### config.mk
export PLATFORM = sky130hd
export DESIGN_NAME = prog_oscillator
export DESIGN_NICKNAME = d
export VERILOG_FILES = /design/src/rtl/osc_pkg.sv /design/src/rtl/osc_channel.sv /design/src/rtl/prog_oscillator.sv
export SDC_FILE = /design/constraint.sdc
export NUM_CORES = 1
export LEC_CHECK = 0
export CORE_MARGIN = 1
export CORE_UTILIZATION = 30
export DETAILED_ROUTE_END_ITERATION = 7
export GPL_ROUTABILITY_DRIVEN = 0
export GPL_TIMING_DRIVEN = 0
export PLACE_DENSITY = 0.43
export SETUP_SLACK_MARGIN = 0.05
export SYNTH_ARGS = -nofsm -noshare
export SYNTH_HDL_FRONTEND = slang
export SYNTH_SLANG_ARGS = --single-unit
### constraint.sdc
create_clock -name CLK -period 4.38 [get_ports CLK]
set_clock_uncertainty 0.2 [all_clocks]
set_input_delay 0.876 -clock CLK [delete_from_list [all_inputs] [get_ports CLK]]
set_output_delay 0.876 -clock CLK [all_outputs]
set_load 0.03 [all_outputs]
### src/rtl/osc_pkg.sv
// Shared definitions for the programmable oscillator: channel FSM encoding,
// default counter width and the phase-length clamp.
package osc_pkg;

  typedef enum logic [1:0] {
    ST_IDLE = 2'd0,
    ST_HIGH = 2'd1,
    ST_LOW  = 2'd2
  } osc_state_e;

  localparam int OSC_CNT_W = 8;

  // A programmed length of 0 would make a phase vanish; treat it as 1 cycle.
  function automatic logic [31:0] clamp_len(input logic [31:0] len);
    return (len == 32'd0) ? 32'd1 : len;
  endfunction

endpackage

### src/rtl/osc_channel.sv
// One oscillator channel: shadow/active phase lengths, a down-counter per
// phase and registered OUT/TICK/RUN.
//
// state   | meaning
// IDLE    | stopped, OUT low, waiting for ena_i
// HIGH    | OUT high, cnt_q counts down the high phase
// LOW     | OUT low, cnt_q counts down the low phase; cnt_q==0 ends the period
module osc_channel
  import osc_pkg::*;
#(
  parameter int CNT_W  = OSC_CNT_W,
  parameter int DEF_HI = 4,
  parameter int DEF_LO = 4
) (
  input  logic             clk_i,
  input  logic             rst_n_i,
  input  logic             ena_i,
  input  logic             we_i,
  input  logic [CNT_W-1:0] cfg_hi_i,
  input  logic [CNT_W-1:0] cfg_lo_i,
  output logic             out_o,
  output logic             tick_o,
  output logic             run_o
);

  osc_state_e       state_q, state_d;
  logic [CNT_W-1:0] cnt_q, cnt_d;
  logic [CNT_W-1:0] sh_hi_q, sh_hi_d;
  logic [CNT_W-1:0] sh_lo_q, sh_lo_d;
  logic [CNT_W-1:0] act_lo_q, act_lo_d;
  logic             out_q, out_d;
  logic             tick_q, tick_d;
  logic             run_q, run_d;

  always_ff @(posedge clk_i or negedge rst_n_i) begin
    if (!rst_n_i) begin
      state_q  <= ST_IDLE;
      cnt_q    <= '0;
      sh_hi_q  <= CNT_W'(DEF_HI);
      sh_lo_q  <= CNT_W'(DEF_LO);
      act_lo_q <= CNT_W'(DEF_LO);
      out_q    <= 1'b0;
      tick_q   <= 1'b0;
      run_q    <= 1'b0;
    end else begin
      state_q  <= state_d;
      cnt_q    <= cnt_d;
      sh_hi_q  <= sh_hi_d;
      sh_lo_q  <= sh_lo_d;
      act_lo_q <= act_lo_d;
      out_q    <= out_d;
      tick_q   <= tick_d;
      run_q    <= run_d;
    end
  end

  // The active high length is only needed at the moment the counter is
  // loaded, so only the low length is kept for the rest of the period.
  // Reloads read the pre-edge shadow, so a write on a boundary edge waits
  // one more period.
  always_comb begin
    state_d  = state_q;
    cnt_d    = cnt_q;
    act_lo_d = act_lo_q;
    out_d    = out_q;
    tick_d   = 1'b0;
    run_d    = run_q;
    sh_hi_d  = we_i ? CNT_W'(clamp_len(32'(cfg_hi_i))) : sh_hi_q;
    sh_lo_d  = we_i ? CNT_W'(clamp_len(32'(cfg_lo_i))) : sh_lo_q;

    case (state_q)
      ST_IDLE: begin
        if (ena_i) begin
          state_d  = ST_HIGH;
          cnt_d    = sh_hi_q - CNT_W'(1);
          act_lo_d = sh_lo_q;
          out_d    = 1'b1;
          tick_d   = 1'b1;
          run_d    = 1'b1;
        end
      end
      ST_HIGH: begin
        if (cnt_q == '0) begin
          state_d = ST_LOW;
          cnt_d   = act_lo_q - CNT_W'(1);
          out_d   = 1'b0;
        end else begin
          cnt_d = cnt_q - CNT_W'(1);
        end
      end
      ST_LOW: begin
        if (cnt_q == '0) begin
          if (ena_i) begin
            state_d  = ST_HIGH;
            cnt_d    = sh_hi_q - CNT_W'(1);
            act_lo_d = sh_lo_q;
            out_d    = 1'b1;
            tick_d   = 1'b1;
          end else begin
            state_d = ST_IDLE;
            out_d   = 1'b0;
            run_d   = 1'b0;
          end
        end else begin
          cnt_d = cnt_q - CNT_W'(1);
        end
      end
      default: begin
        state_d = ST_IDLE;
        cnt_d   = '0;
        out_d   = 1'b0;
        run_d   = 1'b0;
      end
    endcase
  end

  assign out_o  = out_q;
  assign tick_o = tick_q;
  assign run_o  = run_q;

endmodule

### src/rtl/prog_oscillator.sv
// Multi-channel programmable oscillator: one osc_channel per channel plus
// the decode of the shared configuration write port.
module prog_oscillator
  import osc_pkg::*;
#(
  parameter int NUM_CH = 2,
  parameter int CNT_W  = OSC_CNT_W,
  parameter int DEF_HI = 4,
  parameter int DEF_LO = 4
) (
  input  logic              CLK,
  input  logic              RSTN,
  input  logic [NUM_CH-1:0] ENA,
  input  logic              CFG_WE,
  input  logic [2:0]        CFG_SEL,
  input  logic [CNT_W-1:0]  CFG_HI,
  input  logic [CNT_W-1:0]  CFG_LO,
  output logic [NUM_CH-1:0] OUT,
  output logic [NUM_CH-1:0] TICK,
  output logic [NUM_CH-1:0] RUN
);

  logic [NUM_CH-1:0] we_ch;

  // Selects at or above NUM_CH match no channel and are dropped.
  for (genvar i = 0; i < NUM_CH; i++) begin : g_ch
    assign we_ch[i] = CFG_WE && (CFG_SEL == 3'(i));

    osc_channel #(
      .CNT_W (CNT_W),
      .DEF_HI(DEF_HI),
      .DEF_LO(DEF_LO)
    ) u_ch (
      .clk_i   (CLK),
      .rst_n_i (RSTN),
      .ena_i   (ENA[i]),
      .we_i    (we_ch[i]),
      .cfg_hi_i(CFG_HI),
      .cfg_lo_i(CFG_LO),
      .out_o   (OUT[i]),
      .tick_o  (TICK[i]),
      .run_o   (RUN[i])
    );
  end

endmodule
### Word level (Yosys, flattened, before mapping)

Index checks and enable logic that the tools add are counted.

* word-level logic and storage cells: 100
* output and inout port bits: 6
* register bits after elaboration: 74

* muxes and demuxes: 46
* reductions and logical operators: 17
* equality and inequality tests: 13
* bitwise gates (word level): 2
* add/subtract/negate cells: 6

Operator list (count)
* two-way mux 8 bit: 12
* one-hot mux 8 bit (3 select lines): 2
* subtractor 8 x 1 -> 8 bit (second input constant): 6
* zero test 8 bit: 4
* one-hot mux 8 bit (2 select lines): 2
* two-way mux 1 bit: 16
* two-way mux 2 bit: 6
* one-hot mux 1 bit (3 select lines): 4
* one-hot mux 2 bit (3 select lines): 2
* != test 2 x 1 -> 1 bit (second input constant): 4
* != test 2 bit (second input constant): 4
* AND reduction 4 bit: 2
* AND reduction 3 bit: 2
* == test 2 x 1 -> 1 bit (second input constant): 2
* == test 2 bit (second input constant): 2
* zero test 2 bit: 2
* one-hot mux 1 bit (2 select lines): 2
* AND reduction 2 bit: 2
* nonzero test 2 bit: 2
* == test 3 x 1 -> 1 bit (second input constant): 1
* zero test 3 bit: 1
* logical AND 1 bit: 2
* inverter 1 bit: 2

### Logic depth before layout (Yosys ltp)

Gate-level depths: netlist (run 1).

* word-level depth: 4
* mapped depth: 8
* depth with buffers taken out: 7

### By module

A second synthesis (run 1) with hierarchy kept.

* cell total of the unflattened synthesis: 436
* area total of the unflattened synthesis: 4281.6 sq um

By module, submodules not included
* osc_channel at g_ch[1].u_ch: sequential area each 929.6 sq um, area an instance 2143.3 sq um, cells each 215, times used 1
* osc_channel at g_ch[0].u_ch: sequential area each 929.6 sq um, area an instance 2110.8 sq um, cells each 219, times used 1
* prog_oscillator: sequential area each 0.0 sq um, area an instance 27.5 sq um, cells each 2, times used 1

### Least setup slack after synthesis (run 1)

OpenSTA, ideal clock, no wires.

* kind: input port to flip-flop
* start: in CFG_SEL[1]
* end: reg g_ch[0].u_ch.sh_lo_q[3]
* path buffers: 2
* arrival time: 2174 ps
* stages on the path: 4
* path slack: 1881 ps
* data required time: 4055 ps
* path through: nor4b_1 clkbuf_1 clkbuf_1 mux2_2

* word-level cells in the longest chain between the ends: 2

RTL lines
* start: declaration: RTL line prog_oscillator.sv:15 `input logic [2:0] CFG_SEL,`
* zero test 3 bit: RTL line prog_oscillator.sv:27 `assign we_ch[i] = CFG_WE && (CFG_SEL == 3'(i));`
* logical AND 1 bit: RTL line prog_oscillator.sv:27
* end signal: assignment: RTL line osc_channel.sv:40 `sh_lo_q <= CNT_W'(DEF_LO);`
* end signal: assignment: RTL line osc_channel.sv:49 `sh_lo_q <= sh_lo_d;`
* end: declaration: RTL line osc_channel.sv:29 `logic [CNT_W-1:0] sh_lo_q, sh_lo_d;`

Every way passes these cells.
A chain may end at the register's enable or synchronous reset.

### Final worst setup path (run 1)

* start: in CFG_SEL[1]
* end: reg g_ch[0].u_ch.sh_lo_q[4]

Same word-level chain as after synthesis.

==> results of run 1 <==
==> layer usage <==
metal | global-route usage (%) | share of wire [%] | vias to the layer above | wire [um]
met5 | 0 | 0 | - | 0
met2 | 21.45 | 41 | 74 | 4377
li1 | - | - | 1657 | -
met1 | 23.97 | 53 | 1669 | 5608
met4 | 6.250 | 1.3 | 0 | 143
met3 | 2.856 | 5.1 | 10 | 544
==> area by class of cell <==
| class | count | area share, % |
|---|---|---|
| plain buffers | 29 | 2.751 |
| clock buffers | 11 | 4.722 |
| clock inverters | 5 | 1.509 |
| inverters | 19 | 1.388 |
| multi-input cells | 313 | 43.14 |
| flip-flops and latches | 74 | 36.17 |
| well taps | 180 | 4.382 |
| repair buffers | 29 | 5.940 |
==> layout by cell type (no fill, tap or decap), types with 6 or more instances in the layout <==
master,instances
o21ai_0,21
xnor2_1,16
a21oi_1,22
xor2_1,13
nor3_1,17
buf_4,7
or4_1,7
mux2i_1,6
dfrtp_1,68
nor3b_1,8
clkdlybuf4s50_1,27
clkbuf_1,19
or3_1,12
nor2_1,42
nor4_1,7
o32ai_1,6
ha_1,8
inv_1,18
nand2_1,21
clkbuf_16,9
mux2_2,40
dfstp_2,6
nor2b_1,6
==> how the worst min path moves through the flow <==
stage,slack [ps],startpoint,depth (start not counted),end
floorplan,260,g_ch[0].u_ch.sh_lo_q[1],2,g_ch[0].u_ch.act_lo_q[1]
global placement,300,g_ch[0].u_ch.sh_lo_q[5],1,g_ch[0].u_ch.act_lo_q[5]
detailed placement,300,g_ch[0].u_ch.sh_lo_q[5],1,g_ch[0].u_ch.sh_lo_q[5]
CTS,220,RSTN,1,g_ch[0].u_ch.cnt_q[1]
global route,230,RSTN,1,g_ch[0].u_ch.cnt_q[1]
finish,220,RSTN,1,g_ch[0].u_ch.cnt_q[1]
==> worst register-to-register path, stage by stage, from the launching register on <==
cell     delay [ps]
dfrtp_1         440
or4_1           600
o41ai_2         610
nand2_1         390
mux2_2          370
==> state kept, by name, summed over array words and instances, names as in the netlist <==
signal,count
g_ch.u_ch.act_lo_q,16
g_ch.u_ch.sh_hi_q,16
g_ch.u_ch.tick_o,2
g_ch.u_ch.cnt_q,16
g_ch.u_ch.out_o,2
g_ch.u_ch.run_o,2
g_ch.u_ch.state_q,4
g_ch.u_ch.sh_lo_q,16
==> report_power, final <==
part | internal, mW | switching (mW) | leakage [nW]
clock | 0.513 | 0.298 | 0.156
sequential | 0.925 | 0.253 | 0.875
combinational | 0.575 | 0.591 | 0.985
==> cells by family (layout without fill, tap and decap cells) <==
group	after synthesis	count (layout)
AND/OR/NAND/NOR	138	138
buffers and inverters	48	93
adder cells (fa/ha/maj)	8	8
XOR/XNOR	29	29
flip-flops	74	74
multiplexers	46	46
AO/OA/AOI/OAI	92	92
==> Yosys cell counts, drive strengths merged (8+ instances only) <==
master,instances
mux2,40
nor2,42
clkbuf,18
nor3b,8
dfrtp,68
buf,11
a21oi,22
inv,18
nand2,22
nor3,18
o21ai,21
ha,8
or3,12
xor2,13
xnor2,16
==> stage by stage <==
| stage | setup slack [ps] | util [%] |
|---|---|---|
| floorplan | 1881 | - |
| global placement | -684.3 | 34.41 |
| detailed placement | 1049 | 34.59 |
| CTS | 1419 | 36.89 |
| global route | 1284 | 36.89 |
| finish | 1458 | 36.89 |
==> results.md, run 1 <==
- Count of distinct cell types in the synthesized netlist: 56
- DR DRC count: 0
- Die H: 121.6 um
- Post-synth EDFFs: 0
- Global-route wire length before repair: 17,650 um
- Syn_area_per_cell: 9.860 um^2
- Main synth FF type: dfrtp_1
- Root buffer cell: clkbuf_16
- Iter 0 DRT Violations: 192
- DRT Pass-1 Iters: 4
- Min Tclk post-route: 2922 ps
- Outcome: finished, final reports clean
- Final Hold Vio Count: 0
- PwrDens: 613.8 nW/um^2
- Most area-hungry cell type in the Yosys netlist: dfrtp_1
- Core area: 13,930 um^2
- Register area: 1859 um^2
- Longest Clk Path Bufs: 2
- Post-Synth Simple-Gate Area: 17.27%
- Cts bufs inserted: 9
- Final Setup Violations: 0
- RSZ-0062 raised after global routing: no
- Syn Inst Count: 435
- Hold-fix buffer count after cts: 0
- Design Area, Final: 5140 um^2
- Worst path depth: 5
- CP Cell Sequence: clkdlybuf4s50_1 > nor4b_1 > clkbuf_1 > clkbuf_1 > mux2_2
- CTS tree: built
- Max Cap Viol: 0
- CP endpoint kind: flop
- H-tree levels: 3
- Setup Total Neg Slack: 0 ps
- Rel. slew slack: 51.43%
- Top-area cell type share of the netlist area: 39.67%
- Hpwl dp: 7810 um
- Setup CP Type: input port to flop
- CP arrival: 2940 ps
- Worst Path Buf+Inv: 3
- Largest net degree at the start of global routing: 57
- Antenna violations before repair: 0
- DP Cell Count: 644
- FF-to-FF path depth: 4
- Initial Util: 30.78%
- Top Ports: 30
- GRT Overall Usage: 15.70%
- Post-synthesis compound-gate area fraction: 14.26%
- Cell Area, Synth: 4289 um^2
- Top cells by area, synth: dfrtp_1 (40%), mux2_2 (11%), dfstp_2 (3.7%)
- Hold crit path type: input port to asynchronous set/reset pin
- Fill count: 1,430
- Diodes inserted: 0
- Post-route ant nets: 0
- Ys Warns: 0
- Crit start category: input port
- Post-synthesis mux area share: 11.90%
- Share of cells above drive strength 1: 16.46%
- Reg clk slew, reported paths: 60 ps
- Site Rows: 43
- Routed WL: 10,670 um
- Total congestion overflow: 0
- Slowest stage delay, CP: 500 ps
- Syn nets: 467
- Worst-Skew Late Latency: 340 ps
- CP max stage cell: clkbuf_1
- Asr flop ratio synth: 100.0%
- Post-DP Area: 4820 um^2
- Top Family by Delay on Critical Path: buffers and inverters
- Post-Synth Adder-Cell Area: 2.334%
- CP Launch Point: CFG_SEL[1]
- Yosys reg bits: 74
- Nets: 507
- Worst-Margin Slew: 720.7 ps
- Multi-input gate area: 2217 um^2
- Final number of max-transition violations: 0
- Worst VDD drop: 0.1764 mV
- CP required: 4400 ps
- PnR Total Power: 3.155 mW
- Area delta synth->final: 19.84%
- Largest family of logic cells by synthesized area: simple AND/OR/NAND/NOR gates
- Crit path to: g_ch[0].u_ch.sh_lo_q[4]
- Clock sink total: 74
- Leakage: 2.016 nW
- Sequential share of the synthesized area: 43.35%
- Vias per cell: 5.167
- Setup Buffers After CTS: 0
- Post-Synth XOR/XNOR Area: 5.922%
- R2R Setup Slk: 1650 ps
- I/O Buffers: 28
- Post-CTS sizing: 0
- Max Fclk: 0.3422 GHz
- Routed len/inst: 16.17 um
- Number of global-route vias before repair: 3,283
- Crit-path max FO: 10
- Fin cells: 660
- Die X: 121.6 um
- Final hold slack: 221.0 ps
- Routed via count: 3,410
- Die ar.: 14,780 um^2
- R2R Path Start: g_ch[0].u_ch.cnt_q[5]
- RR Endpoint: g_ch[0].u_ch.act_lo_q[6]
- Crit path top cell by count: clkbuf_1
- Crit share post-route: 66.71%
Note: power is estimated with default switching activity, not from simulation.
==> run 2: changes to the inputs <==
clock period = 2.7 ns   (was 4.38 ns; I/O delays follow)
==> results.md, run 2 (synthesized netlist as in run 1, its figures left out) <==
- Crit start category: flop
- FF-to-FF path depth: 8
- PnR Total Power: 5.186 mW
- CP required: 2720 ps
- DR DRC count: 0
- Fin cells: 665
- Hpwl dp: 7810 um
- Worst VDD drop: 0.2868 mV
- Post-route ant nets: 0
- DRT Pass-1 Iters: 4
- DP Cell Count: 644
- CP Cell Sequence: or4_1 > buf_6 > or3_1 > buf_6 > nand2_8 > nand3b_4 > buf_12 > mux2_2
- Diodes inserted: 0
- Setup Total Neg Slack: 0 ps
- Final hold slack: 303.8 ps
- Max Fclk: 0.3838 GHz
- Min Tclk post-route: 2605 ps
- Site Rows: 43
- Max Cap Viol: 0
- Commonest non-fill, non-tap cell in the layout: dfrtp_1
- Die X: 121.6 um
- Final number of max-transition violations: 0
- Most frequent cells in the layout: dfrtp_1 (67), nor2_1 (42), mux2_2 (40), clkdlybuf4s50_1 (27), a21oi_1 (22)
- PwrDens: 990.2 nW/um^2
- Top Ports: 30
- RR Endpoint: g_ch[1].u_ch.act_lo_q[6]
- Min-Delay Path Depth: 1
- Routed len/inst: 16.25 um
- CP max stage cell: or4_1
- GRT Overall Usage: 15.77%
- H-tree levels: 3
- Core area: 13,930 um^2
- Final Hold Vio Count: 0
- Largest net degree at the start of global routing: 57
- Cts bufs inserted: 9
- Register area: 1861 um^2
- Leakage: 2.061 nW
- R2R Path Start: g_ch[1].u_ch.cnt_q[3]
- Root buffer cell: clkbuf_16
- Fill count: 1,419
- Nets: 512
- Die ar.: 14,780 um^2
- CP arrival: 2630 ps
- Worst-Skew Late Latency: 340 ps
- Initial Util: 30.78%
- Routed via count: 3,426
- Crit share post-route: 96.50%
- Area delta synth->final: 22.11%
- CP endpoint kind: flop
- Longest Clk Path Bufs: 2
- Multi-input gate area: 2247 um^2
- Setup ws final: 94.61 ps
- Crit-path max FO: 10
- Antenna violations before repair: 0
- Rel. slew slack: 62.03%
- Reg clk slew, reported paths: 60 ps
- Crit path top cell by count: buf_6
- Total congestion overflow: 0
- Vias per cell: 5.152
- Final Setup Violations: 0
- Slowest stage delay, CP: 550 ps
- Routed WL: 10,800 um
- Worst-Margin Slew: 564.3 ps
- RSZ-0062 raised after global routing: yes
- R2R Setup Slk: 90 ps
- Hold Crit Start: g_ch[0].u_ch.sh_lo_q[3]
- CTS tree: built
- WHS Endpoint: g_ch[0].u_ch.act_lo_q[3]
- Setup CP Type: flop to flop
- Top Family by Delay on Critical Path: simple AND/OR/NAND/NOR gates
- Setup WS pre-CTS: -295.4 ps
- Die H: 121.6 um
- CP Launch Point: g_ch[1].u_ch.cnt_q[3]
- Clock sink total: 74
- Worst Path Buf+Inv: 3
- I/O Buffers: 28
- Iter 0 DRT Violations: 155
- Hold crit path type: flop to flop
- Outcome: finished, final reports clean
- Global-route wire length before repair: 17,760 um
- Number of global-route vias before repair: 3,296
- Share of cells above drive strength 1: 18.14%
run 2: cell types whose count changed in the layout (fill, tap and decap cells not counted), moves of 2 or more:
cell,change
clkbuf_1,-3
clkbuf_2,+3
buf_4,+2
buf_6,+2
run 2: timing repair:
item,4_1_cts,5_1_grt
hold buffers,1,0
endpoints found under the setup margin,6,23
endpoints found under the hold margin,17,0
buffers inserted,0,4
gates resized for setup,1,17
run 2: worst max path at each step:
stage / end / slack [ps] / cells past startpoint
final: g_ch[1].u_ch.act_lo_q[6] / 90 / 8
after detailed placement: g_ch[0].u_ch.sh_lo_q[3] / -300 / 5
after global placement: g_ch[1].u_ch.tick_o / -2030 / 1
after floorplan: g_ch[1].u_ch.act_lo_q[0] / 320 / 7
after global routing: g_ch[1].u_ch.act_lo_q[6] / 40 / 8
after CTS: g_ch[0].u_ch.sh_lo_q[6] / 70 / 5
run 2: power by group:
part | internal, mW | switching, mW
clock | 0.832 | 0.486
sequential | 1.50 | 0.416
combinational | 0.966 | 0.985
run 2: area by class of cell:
class                      count  share of cell area [%]
inverter                      19                   1.362
sequential                    74                   35.52
clock buffer                  11                   4.635
multi-input combinational    313                   42.91
timing repair buffer          34                   6.904
tap                          180                   4.300
clock inverter                 5                   1.481
buffer                        29                   2.891
run 2: stage by stage:
stage / util, % / instance area [um^2]
floorplan: - / 4289
global placement: 34.41 / 4795
detailed placement: 34.59 / 4820
CTS: 37.04 / 5161
global route: 37.59 / 5238
finish: 37.59 / 5238
run 2: routing by layer:
metal / routed length, um / global-route usage (%) / up-vias
met5: 0 / 0 / -
met4: 145 / 6.250 / 0
met3: 424 / 2.856 / 10
met2: 4477 / 21.63 / 65
met1: 5756 / 24.02 / 1680
li1: - / - / 1671
==> run 3: changes to the inputs <==
PLACE_DENSITY = 0.45   (was 0.43)
clock period = 2.2 ns   (was 2.7 ns; I/O delays follow)
==> results.md, run 3 (synthesized netlist as in run 1, its figures left out) <==
- Outcome: complete, but fails checks
- Failing checks: setup timing
- Worst-Skew Late Latency: 340 ps
- Crit start category: flop
- Fin cells: 680
- GRT Overall Usage: 16.01%
- Commonest non-fill, non-tap cell in the layout: dfrtp_1
- PwrDens: 1211 nW/um^2
- CP arrival: 2420 ps
- Site Rows: 43
- Max Fclk: 0.4174 GHz
- Reported net switching power: 2.448 mW
- Final Hold Vio Count: 0
- DR DRC count: 0
- I/O Buffers: 28
- Setup WS pre-CTS: -659.6 ps
- Total congestion overflow: 0
- M2 GR Usage: 21.70%
- Die H: 121.6 um
- Setup CP Type: flop to flop
- Initial Util: 30.78%
- Routed via count: 3,504
- Routed WL: 10,860 um
- Final number of max-transition violations: 0
- Pint: 4.307 mW
- Hpwl dp: 7820 um
- Clock power share: 25.6%
- Setup ws final: -195.6 ps
- Register area: 1864 um^2
- M1 GR Usage: 24.64%
- Final Setup Violations: 28
- Fill count: 1,366
- Crit-path max FO: 5
- Multi-input gate area: 2394 um^2
- CTS tree: built
- CP required: 2230 ps
- CP endpoint kind: flop
- Iter 0 DRT Violations: 193
- Routed len/inst: 15.97 um
- Share of cells above drive strength 1: 26.80%
- Leakage: 2.207 nW
- Number of global-route vias before repair: 3,387
- Post-route ant nets: 0
- Vias per cell: 5.153
- Clock sink total: 74
- Nets: 527
- Longest Clk Path Bufs: 2
- Min Tclk post-route: 2396 ps
- Die X: 121.6 um
- Most Crowded Layer GR: met1
- M3 GR Usage: 2.622%
- Gate power share: 39.5%
- Global-route wire length before repair: 18,060 um
- DP Cell Count: 644
- Core area: 13,930 um^2
- Hold Crit Start: g_ch[1].u_ch.sh_lo_q[3]
- Max Cap Viol: 0
- Sequential Power Share: 34.8%
- Die ar.: 14,780 um^2
- Reg clk slew, reported paths: 60 ps
- Worst-Margin Slew: 725.8 ps
- Root buffer cell: clkbuf_16
- RSZ-0062 raised after global routing: yes
- R2R Path Start: g_ch[1].u_ch.cnt_q[2]
- Area delta synth->final: 30.02%
- Worst VDD drop: 0.4472 mV
- Post-Route Utilization: 40.02%
- Final hold slack: 303.3 ps
- Largest net degree at the start of global routing: 57
- CP Launch Point: g_ch[1].u_ch.cnt_q[2]
- Hold crit path type: flop to flop
- Diodes inserted: 0
- Switch share: 36.24%
- Rel. slew slack: 51.51%
- DRT Pass-1 Iters: 4
- H-tree levels: 3
- Cts bufs inserted: 9
- Antenna violations before repair: 0
- Top Ports: 30
- Most frequent cells in the layout: dfrtp_1 (64), nor2_1 (42), mux2_2 (37), clkdlybuf4s50_1 (23), nand2_1 (20)
- Crit share post-route: 108.9%
run 3: what timing repair did:
| item | 4_1_cts | 5_1_grt |
|---|---|---|
| resized for setup | 34 | 28 |
| pin swaps | 11 | 6 |
| gates cloned | 1 | 0 |
| hold endpoints to repair | 16 | 0 |
| hold buffers | 1 | 0 |
| buffers inserted | 16 | 5 |
| endpoints found under the setup margin | 55 | 52 |
run 3: final timing paths:
path                                                 end  slack (ps)  cells past startpoint
worst max-delay path            g_ch[1].u_ch.act_lo_q[0]        -200                      7
worst min-delay path             g_ch[1].u_ch.sh_lo_q[3]         300                      1
worst max register to register  g_ch[1].u_ch.act_lo_q[0]        -200                      7
worst min register to register   g_ch[1].u_ch.sh_lo_q[3]         300                      1
max in group asynchronous       g_ch[1].u_ch.act_lo_q[2]         850                      3
min in group asynchronous          g_ch[0].u_ch.cnt_q[7]         330                      2
run 3: final cells by class:
| cell class | instances | area share [%] |
|---|---|---|
| plain buffers | 27 | 2.962 |
| repair buffers | 50 | 9.064 |
| flip-flops and latches | 74 | 33.43 |
| multi-input cells | 314 | 42.92 |
| clock buffers | 9 | 4.039 |
| well taps | 180 | 4.039 |
| clock inverters | 7 | 2.221 |
| inverters | 19 | 1.324 |
run 3: worst max-delay path: stages, from the launching register on:
cell and delay (ps):
dfrtp_1 400, or4_4 520, buf_6 150, or3_1 320
buf_6 150, nand2_8 100, nand3b_4 130, mux2_4 310
run 3: power groups by stage:
stage	sequential (mW)	combinational, mW	clock (mW)
2_1_floorplan	2.22	1.83	0
3_3_place_gp	2.37	2.32	0
3_5_place_dp	2.38	2.36	0
4_1_cts	2.34	2.60	1.78
5_1_grt	2.43	2.96	1.85
6_report	2.35	2.67	1.73
run 3: through the flow:
stage | setup TNS (ps) | power (mW) | cell area, um^2
final | -2362 | 6.755 | 5577
after floorplan | -1273 | 4.048 | 4342
after global placement | -185910 | 4.692 | 4847
after CTS | -2707 | 6.717 | 5463
after global routing | -3861 | 7.239 | 5577
after detailed placement | -18700 | 4.736 | 4872
run 3: routing by layer:
layer / vias to the layer above / part of all wire [%]
li1: 1700 / -
met1: 1721 / 52
met2: 70 / 42
met3: 13 / 4.5
met4: 0 / 1.7
met5: - / 0
